$ cat src/rtl/vga_sync_monitor.sv
// VGA receive-side timing monitor: recovers pixel X/Y, measures line/frame periods, tracks lock.
// Pixel capture has 1-clock latency. H_MEAS/V_MEAS/SYNC_ERR/FRAME_START/LOCKED update the cycle after the edge.
// There is no backpressure: every clock is consumed.
module vga_sync_monitor #(
    parameter int H_ACTIVE    = 640,
    parameter int H_TOTAL     = 800,
    parameter int V_ACTIVE    = 480,
    parameter int V_TOTAL     = 525,
    parameter int LOCK_FRAMES = 2
) (
    input  logic        CLOCK_25,
    input  logic        RESET,
    input  logic        VGA_HSYNC,
    input  logic        VGA_VSYNC,
    input  logic        VGA_BLANK,
    input  logic [9:0]  VGA_R,
    input  logic [9:0]  VGA_G,
    input  logic [9:0]  VGA_B,
    output logic [9:0]  X,
    output logic [9:0]  Y,
    output logic [29:0] RGB,
    output logic        PIXEL_VALID,
    output logic [10:0] H_MEAS,
    output logic [9:0]  V_MEAS,
    output logic        LOCKED,
    output logic        FRAME_START,
    output logic        SYNC_ERR
);

    localparam logic [9:0]  H_ACT_L  = 10'(H_ACTIVE);
    localparam logic [10:0] H_TOT_L  = 11'(H_TOTAL);
    localparam logic [10:0] V_ACT_L  = 11'(V_ACTIVE);
    localparam logic [9:0]  V_TOT_L  = 10'(V_TOTAL);
    localparam logic [3:0]  LOCK_L   = 4'(LOCK_FRAMES);

    typedef enum logic [1:0] {
        S_SEARCH  = 2'd0,
        S_ACQUIRE = 2'd1,
        S_LOCKED  = 2'd2
    } state_t;

    state_t      state, state_nxt;
    logic [3:0]  good, good_nxt;
    logic        frame_bad, frame_bad_nxt;
    logic        err_nxt;

    logic        hs_prev, vs_prev;
    logic [10:0] h_cnt;
    logic [9:0]  line_cnt;
    logic [9:0]  x_cnt;
    logic [9:0]  y_cnt;
    logic        h_valid;

    logic        hs_fall, vs_fall;
    logic        h_tmo, v_tmo, tmo;
    logic [10:0] line_period;
    logic        line_end_active;
    logic        line_viol, frame_viol;
    logic [9:0]  frame_lines;
    logic [10:0] active_lines;
    logic [3:0]  good_inc;

    assign hs_fall = hs_prev & ~VGA_HSYNC;
    assign vs_fall = vs_prev & ~VGA_VSYNC;

    assign h_tmo = (h_cnt == 11'h7FF);
    assign v_tmo = (line_cnt == 10'h3FF);
    assign tmo   = h_tmo | v_tmo;

    // Saturated counters report the ceiling rather than wrapping to a small, plausible-looking period.
    assign line_period = h_tmo ? 11'h7FF : h_cnt + 11'd1;
    assign frame_lines = v_tmo ? 10'h3FF : line_cnt + {9'd0, hs_fall};

    assign line_end_active = hs_fall & (x_cnt != 10'd0);
    assign active_lines    = {1'b0, y_cnt} + {10'd0, line_end_active};

    assign line_viol  = hs_fall & h_valid &
                        ((line_period != H_TOT_L) | ((x_cnt != 10'd0) & (x_cnt != H_ACT_L)));
    assign frame_viol = vs_fall & ((frame_lines != V_TOT_L) | (active_lines != V_ACT_L));

    assign good_inc = good + 4'd1;

    always_comb begin
        state_nxt     = state;
        good_nxt      = good;
        frame_bad_nxt = frame_bad;
        err_nxt       = 1'b0;
        case (state)
            S_SEARCH: begin
                if (!tmo && vs_fall) begin
                    state_nxt     = S_ACQUIRE;
                    good_nxt      = 4'd0;
                    frame_bad_nxt = 1'b0;
                end
            end
            S_ACQUIRE: begin
                if (tmo) begin
                    err_nxt   = 1'b1;
                    state_nxt = S_SEARCH;
                end else if (vs_fall) begin
                    // A line ending on this same edge belongs to the frame being judged.
                    err_nxt       = line_viol | frame_viol;
                    frame_bad_nxt = 1'b0;
                    if (frame_bad | line_viol | frame_viol) begin
                        good_nxt = 4'd0;
                    end else begin
                        good_nxt = good_inc;
                        if (good_inc == LOCK_L) begin
                            state_nxt = S_LOCKED;
                        end
                    end
                end else if (line_viol) begin
                    err_nxt       = 1'b1;
                    frame_bad_nxt = 1'b1;
                end
            end
            S_LOCKED: begin
                if (tmo) begin
                    err_nxt   = 1'b1;
                    state_nxt = S_SEARCH;
                end else if (line_viol | frame_viol) begin
                    err_nxt       = 1'b1;
                    state_nxt     = S_ACQUIRE;
                    good_nxt      = 4'd0;
                    // A mid-frame line fault taints the frame still in progress.
                    frame_bad_nxt = ~vs_fall;
                end
            end
            default: begin
                state_nxt = S_SEARCH;
            end
        endcase
    end

    always_ff @(posedge CLOCK_25) begin
        if (RESET) begin
            state       <= S_SEARCH;
            good        <= 4'd0;
            frame_bad   <= 1'b0;
            hs_prev     <= 1'b1;
            vs_prev     <= 1'b1;
            h_cnt       <= 11'd0;
            line_cnt    <= 10'd0;
            x_cnt       <= 10'd0;
            y_cnt       <= 10'd0;
            h_valid     <= 1'b0;
            X           <= 10'd0;
            Y           <= 10'd0;
            RGB         <= 30'd0;
            PIXEL_VALID <= 1'b0;
            H_MEAS      <= 11'd0;
            V_MEAS      <= 10'd0;
            FRAME_START <= 1'b0;
            SYNC_ERR    <= 1'b0;
        end else begin
            state     <= state_nxt;
            good      <= good_nxt;
            frame_bad <= frame_bad_nxt;
            hs_prev   <= VGA_HSYNC;
            vs_prev   <= VGA_VSYNC;

            if (hs_fall) begin
                H_MEAS <= line_period;
                h_cnt  <= 11'd0;
            end else if (!h_tmo) begin
                h_cnt <= h_cnt + 11'd1;
            end

            if (tmo) begin
                h_valid <= 1'b0;
            end else if (hs_fall) begin
                h_valid <= 1'b1;
            end

            if (hs_fall) begin
                x_cnt <= 10'd0;
            end else if (VGA_BLANK && (x_cnt != 10'h3FF)) begin
                x_cnt <= x_cnt + 10'd1;
            end

            if (vs_fall) begin
                y_cnt <= 10'd0;
            end else if (line_end_active) begin
                y_cnt <= y_cnt + 10'd1;
            end

            if (vs_fall) begin
                V_MEAS   <= frame_lines;
                line_cnt <= 10'd0;
            end else if (hs_fall && !v_tmo) begin
                line_cnt <= line_cnt + 10'd1;
            end

            PIXEL_VALID <= VGA_BLANK;
            if (VGA_BLANK) begin
                X   <= x_cnt;
                Y   <= y_cnt;
                RGB <= {VGA_R, VGA_G, VGA_B};
            end

            FRAME_START <= vs_fall;
            SYNC_ERR    <= err_nxt;
        end
    end

    assign LOCKED = (state == S_LOCKED);

endmodule
$ cat config.mk
export PLATFORM = sky130hd
export DESIGN_NAME = vga_sync_monitor
export DESIGN_NICKNAME = d
export VERILOG_FILES = /design/src/rtl/vga_sync_monitor.sv
export SDC_FILE = /design/constraint.sdc
export NUM_CORES = 1
export LEC_CHECK = 0
export ABC_AREA = 1
export BUFFER_PORTS_ARGS = -buffer_cell sky130_fd_sc_hd__buf_2
export CAP_MARGIN = 10
export CORE_UTILIZATION = 45
export DETAILED_ROUTE_END_ITERATION = 8
export PLACE_DENSITY = 0.64
export SLEW_MARGIN = 20
export SYNTH_ARGS = -nofsm -noshare
export SYNTH_HDL_FRONTEND = slang
export SYNTH_SLANG_ARGS = --single-unit
$ cat constraint.sdc
create_clock -name CLOCK_25 -period 3.8 [get_ports CLOCK_25]
set_input_delay 0.38 -clock CLOCK_25 [delete_from_list [all_inputs] [get_ports CLOCK_25]]
set_output_delay 0.38 -clock CLOCK_25 [all_outputs]
set_load 0.01 [all_outputs]
After elaboration in Yosys (flattened, before gate mapping) --
Index checks and enable logic that the tools add are counted.
Storage, ports and cells: input port bits 35, output and inout bits 75, register bits after elaboration 125
Cells by class: bitwise logic cells 16, reduce and logical (&&, ||, !) cells 14, add/sub/neg operators 7, multiplexer cells 30, equality and inequality tests 20
Operator list (count):
- 10-bit by 1-bit adder with 10-bit output, second input constant | 3
- 10-bit != test, second input constant | 3
- 4-bit 2-to-1 mux | 6
- 2-bit 2-to-1 mux | 7
- 3-bit != test, second input constant | 4
- 4-bit case mux with 3 select lines | 1
- 6-bit AND reduction | 2
- 10-bit by 1-bit adder with 11-bit output | 1
- 11-bit by 1-bit adder with 11-bit output, second input constant | 1
- 11-bit == test, second input constant | 1
- 1-bit 2-to-1 mux | 11
- 11-bit 2-to-1 mux | 1
- 11-bit by 10-bit != test with 1-bit output, second input constant | 1
- 11-bit by 9-bit != test with 1-bit output, second input constant | 1
- 10-bit by 1-bit adder with 10-bit output | 1
- 10-bit == test, second input constant | 1
- 10-bit 2-to-1 mux | 1
- 10-bit nonzero test | 1
- 2-bit != test, second input constant | 4
- 1-bit bitwise AND | 7
- 1-bit OR | 6
- 2-bit case mux with 3 select lines | 1
- 2-bit OR reduction | 3
- 5-bit AND reduction | 1
- other kinds (13) | 18

Logic depth before layout (Yosys ltp) --
depth in word-level cells 12, gate-level depth with buffers 26

Least setup slack after synthesis --
No wires, ideal clock.
path type register -> register, from register x_cnt[0], to register state[1], arrival 2.495 ns, required time 3.686 ns, clock period less this slack 2.609 ns, setup slack 1.191 ns, cell stages (with the launch flop) 26, path through dfxtp_1 > inv_1 > ha_1 > nand2_1 > nor2_1 > nand4_1 > nand2_1 > inv_1 > ha_1 > ha_1 > nor2_1 > nand2_1 > nor2_1 > nand3_1 > nor2_1 > nand2_1 > nor2_1 > nand3_1 > nand2_2 > nand3_1 > nand2_1 > inv_2 > nand2_2 > nand2_1 > nand2_1 > nor2_2
Between the ends: longest elaborated chain between the ends 9
RTL lines:
- from (decl) | line 50 | logic [9:0] x_cnt;
- from (signal assigned) | line 178 | x_cnt <= x_cnt + 10'd1;
- 10-bit nonzero test | line 74, 78
- 1-bit bitwise AND | line 74 | assign line_end_active = hs_fall & (x_cnt != 10'd0);
- 10-bit by 1-bit adder with 11-bit output | line 75 | assign active_lines = {1'b0, y_cnt} + {10'd0, line_end_active};
- 11-bit by 9-bit != test with 1-bit output | line 79 | assign frame_viol = vs_fall & ((frame_lines != V_TOT_L) | (active_lines != V_ACT_L));
- 1-bit OR | line 79
- 1-bit bitwise AND | line 79
- 1-bit OR (on tied branches) | line 104, 121
- 3-bit != test (no line) or 3-bit by 1-bit != test with 1-bit output (tied branches)
- 5-bit AND reduction (no line) *
- to (signal assigned) | line 156 | state <= state_nxt;
- to (decl) | line 42 | state_t state, state_nxt;
Every way passes the cells marked *; elsewhere a longest branch is shown, timed or not. A chain may end at the register's enable or synchronous reset.

Final worst setup path --
Ends and elaborated chain as after synthesis.

==> summary.md <==
| Metric | Value |
|---|---|
| Clock skew | `0.008382 ns` |
| Max IR drop VDD | `0.0002866 V` |
| Fin Setup TNS | `0 ns` |
| Crit-path slowest cell | `dfxtp_1` |
| Slowest stage delay, CP | `0.38 ns` |
| Synth area leaders | `dfxtp_1 (44%), nand2_1 (9.4%), nor2_1 (8.6%), o21ai_0 (8.2%), inv_1 (5.7%)` |
| DR WL/cell | `12.63 µm` |
| Final setup viols | `0` |
| Cell with the most instances after synthesis | `nand2_1` |
| Switching pwr | `952.7 µW` |
| Final Power | `3.620 mW` |
| Metal2 WL | `6070 µm` |
| Routed wire length | `13,660 µm` |
| Synth async-reset ratio | `0` |
| Fin worst setup slack | `0.7869 ns` |
| Clock share of power | `0.457` |
| Final hold vios | `0` |
| Detail Route Antenna Nets | `0` |
| Area of the multi-input gates | `0.002730 mm²` |
| Max Cap Viol | `0` |
| Clock latency on the worst-skew pair | `0.42 ns` |
| Post-synth EDFFs | `0` |
| CP top delay family | `simple AND/OR/NAND/NOR gates` |
| Leakage power | `3.213 nW` |
| H-tree level count | `4` |
| Largest net degree at the start of global routing | `73` |
| Post-route cell area | `0.006987 mm²` |
| Placed cell area | `0.006376 mm²` |
| Die Y | `114.6 µm` |
| M1 WL | `6554 µm` |
| Post-synth net total | `845` |
| Layout area overhead | `22.43%` |
| Critical path data arrival time | `3.33 ns` |
| Final Max Tran Viols | `0` |
| GRT Resource Usage Total | `0.2234` |
| Startpoint types | `flop` |
| Tcrit/Tclk final | `0.7929` |
| First-pass GRT wire length | `23,360 µm` |
| PortBufs | `109` |
| DP Worst Slack | `0.8436 ns` |
| Vias in the first global route | `5,231` |
| Resized cells post-CTS | `0` |
| Clk sinks | `125` |
| Max frequency | `331.9 MHz` |
| Clock buffer depth | `2` |
| Via density | `4.971` |
| Rel. slew slack | `0.3886` |
| CP max FO | `8` |
| Die area | `0.01314 mm²` |
| Num rows | `40` |
| Hpwl dp | `9930 µm` |
| Antenna violations before repair | `0` |
| IO Pins | `110` |
| Fill count | `1,178` |
| Met3 WL | `836 µm` |
| # DRC | `0` |
| WHS | `0.1666 ns` |
| RSZ-0062 raised after global routing | `false` |
| Flip-flop and latch area | `0.002502 mm²` |
| Share of cells above drive strength 1 | `0.2046` |
| Initial core utilization | `0.4692` |
| Critical path capture point type | `flop` |
| Combinational Power Share | `0.144` |
| Synthesis Warnings | `0` |
| FF+latch count, synth | `125` |
| Power per cell area | `518.2 mW/mm²` |
| Post-CTS setup buffers | `0` |
| Max Used Layer | `met4` |
| Yosys top cell area share | `0.4385` |
| Reg power frac | `0.399` |
| Most used cell, CP | `nand2_1` |
| Clock transition at path regs | `0.06 ns` |
| Worst-margin pin slew | `0.9161 ns` |
| Post-Syn Instances | `795` |
| # hold bufs at CTS | `0` |
| Mean Syn Cell Area | `7.178 µm²` |
| Diodes inserted | `0` |
| GPL Wtd Cong | `0.8938` |
| Int Pwr | `2.668 mW` |
| Iter 0 DRT Violations | `310` |
| Register area share after synthesis | `0.4385` |
| Chip Width | `114.6 µm` |
| Status | `complete, no violations` |
| Critical path buffer and inverter count | `3` |
| DR pass1 iterations | `5` |
| Total grt overflow | `0` |
| Worst hold path type | `in2reg` |
| CTS Buf Count | `17` |
| CTS Root Cell | `clkbuf_16` |
| Synth Cell Area | `0.005707 mm²` |
| Tmin final | `3.013 ns` |
| Total number of vias | `5,379` |
| Yosys cell types | `37` |
| Critical path class | `reg2reg` |
| Main flop type after synthesis | `dfxtp_1` |
| Core area | `0.01216 mm²` |
| Switching share of power | `0.2632` |
| CTS tree | `built` |
| Synth cell count leaders | `nand2_1 (143), nor2_1 (131), dfxtp_1 (125)` |
| Worst EP required | `4.11 ns` |
| # nets final | `951` |
| Cell taking the most area after synthesis | `dfxtp_1` |
## registers in the layout (all words and copies together) (netlist names)
| name | cells |
|---|---|
| PIXEL_VALID | 1 |
| state | 2 |
| RGB | 30 |
| Y | 10 |
| X | 10 |
| vs_prev | 1 |
| good | 4 |
| h_valid | 1 |
| hs_prev | 1 |
| line_cnt | 10 |
| FRAME_START | 1 |
| V_MEAS | 10 |
| frame_bad | 1 |
| SYNC_ERR | 1 |
| H_MEAS | 11 |
| x_cnt | 10 |
| h_cnt | 11 |
| y_cnt | 10 |
## path summary, 6_finish.rpt
check	start	endpoint	slack, ns	cells past startpoint
max reg2reg	x_cnt[0]	state[1]	0.79	26
max	x_cnt[0]	state[1]	0.79	26
min	VGA_VSYNC	vs_prev	0.17	3
min reg2reg	V_MEAS[0]	V_MEAS[0]	0.45	2
## cell usage in the layout, fill, tap and decap left out, types with 3 or more instances in the layout
| cell type | instances |
|---|---|
| nand3_1 | 42 |
| nor2_1 | 131 |
| clkbuf_16 | 17 |
| bufinv_16 | 3 |
| or2_2 | 3 |
| clkinv_2 | 6 |
| o21bai_1 | 3 |
| inv_1 | 87 |
| xor2_1 | 6 |
| inv_2 | 6 |
| a211oi_1 | 4 |
| dfxtp_1 | 125 |
| nand3_2 | 4 |
| nand4_1 | 8 |
| o21ai_0 | 93 |
| nor2_2 | 10 |
| a21oi_1 | 47 |
| nor2_4 | 6 |
| ha_1 | 15 |
| nand2_1 | 143 |
| nor3_1 | 10 |
| clkbuf_8 | 3 |
| buf_2 | 109 |
| buf_4 | 4 |
| nand2_2 | 7 |
## worst register-to-register path: stages (launching register included)
cell and delay (ns):
dfxtp_1 0.38, inv_1 0.09, ha_1 0.19, nand2_1 0.06, nor2_1 0.05, nand4_1 0.09, nand2_1 0.16, inv_1 0.09
ha_1 0.19, ha_1 0.23, nand2_1 0.09, nor2_1 0.19, nand2_1 0.09, nand2_1 0.08, nand2_1 0.06, nor2_1 0.09
nand2_1 0.06, nor2_1 0.09, nand3_1 0.09, nand2_2 0.13, nand3_1 0.09, nand2_1 0.08, inv_2 0.05, nand2_2 0.06
nand2_1 0.04, nand2_1 0.06, nor2_2 0.03
## power groups by stage
stage	logic, mW	registers [mW]	clock network, mW
3_3_place_gp	0.504	1.47	0
4_1_cts	0.526	1.44	1.68
2_1_floorplan	0.363	1.48	0
5_1_grt	0.603	1.45	1.75
3_5_place_dp	0.522	1.47	0
6_report	0.520	1.44	1.65
## cells by family after synthesis
family,after synthesis,share of synthesized area
AO/OA/AOI/OAI,153,0.1397
AND/OR/NAND/NOR,374,0.2951
adder cells (fa/ha/maj),15,0.03289
flip-flops,125,0.4385
buffers and inverters,121,0.08309
XOR/XNOR,7,0.01074
## metal layers
layer	up-vias	global-route usage
met4	0	0.08139
met3	16	0.07253
met5	-	0
li1	2767	-
met1	2451	0.2797
met2	145	0.3588
## through the flow
| step | std cells | util |
|---|---|---|
| after floorplan | 795 | - |
| after global placement | 1050 | 0.5243 |
| after detailed placement | 1050 | 0.5243 |
| after CTS | 1082 | 0.5745 |
| after global routing | 1082 | 0.5745 |
| final | 1082 | 0.5745 |
## layout make-up
| class | instances | share of cell area |
|---|---|---|
| timing repair buffer | 113 | 0.08238 |
| inverter | 95 | 0.05122 |
| clock buffer | 21 | 0.06734 |
| sequential | 125 | 0.3582 |
| clock inverter | 11 | 0.02006 |
| tap | 168 | 0.03009 |
| multi-input combinational | 549 | 0.3908 |
Power figures use the tool's default switching activity.
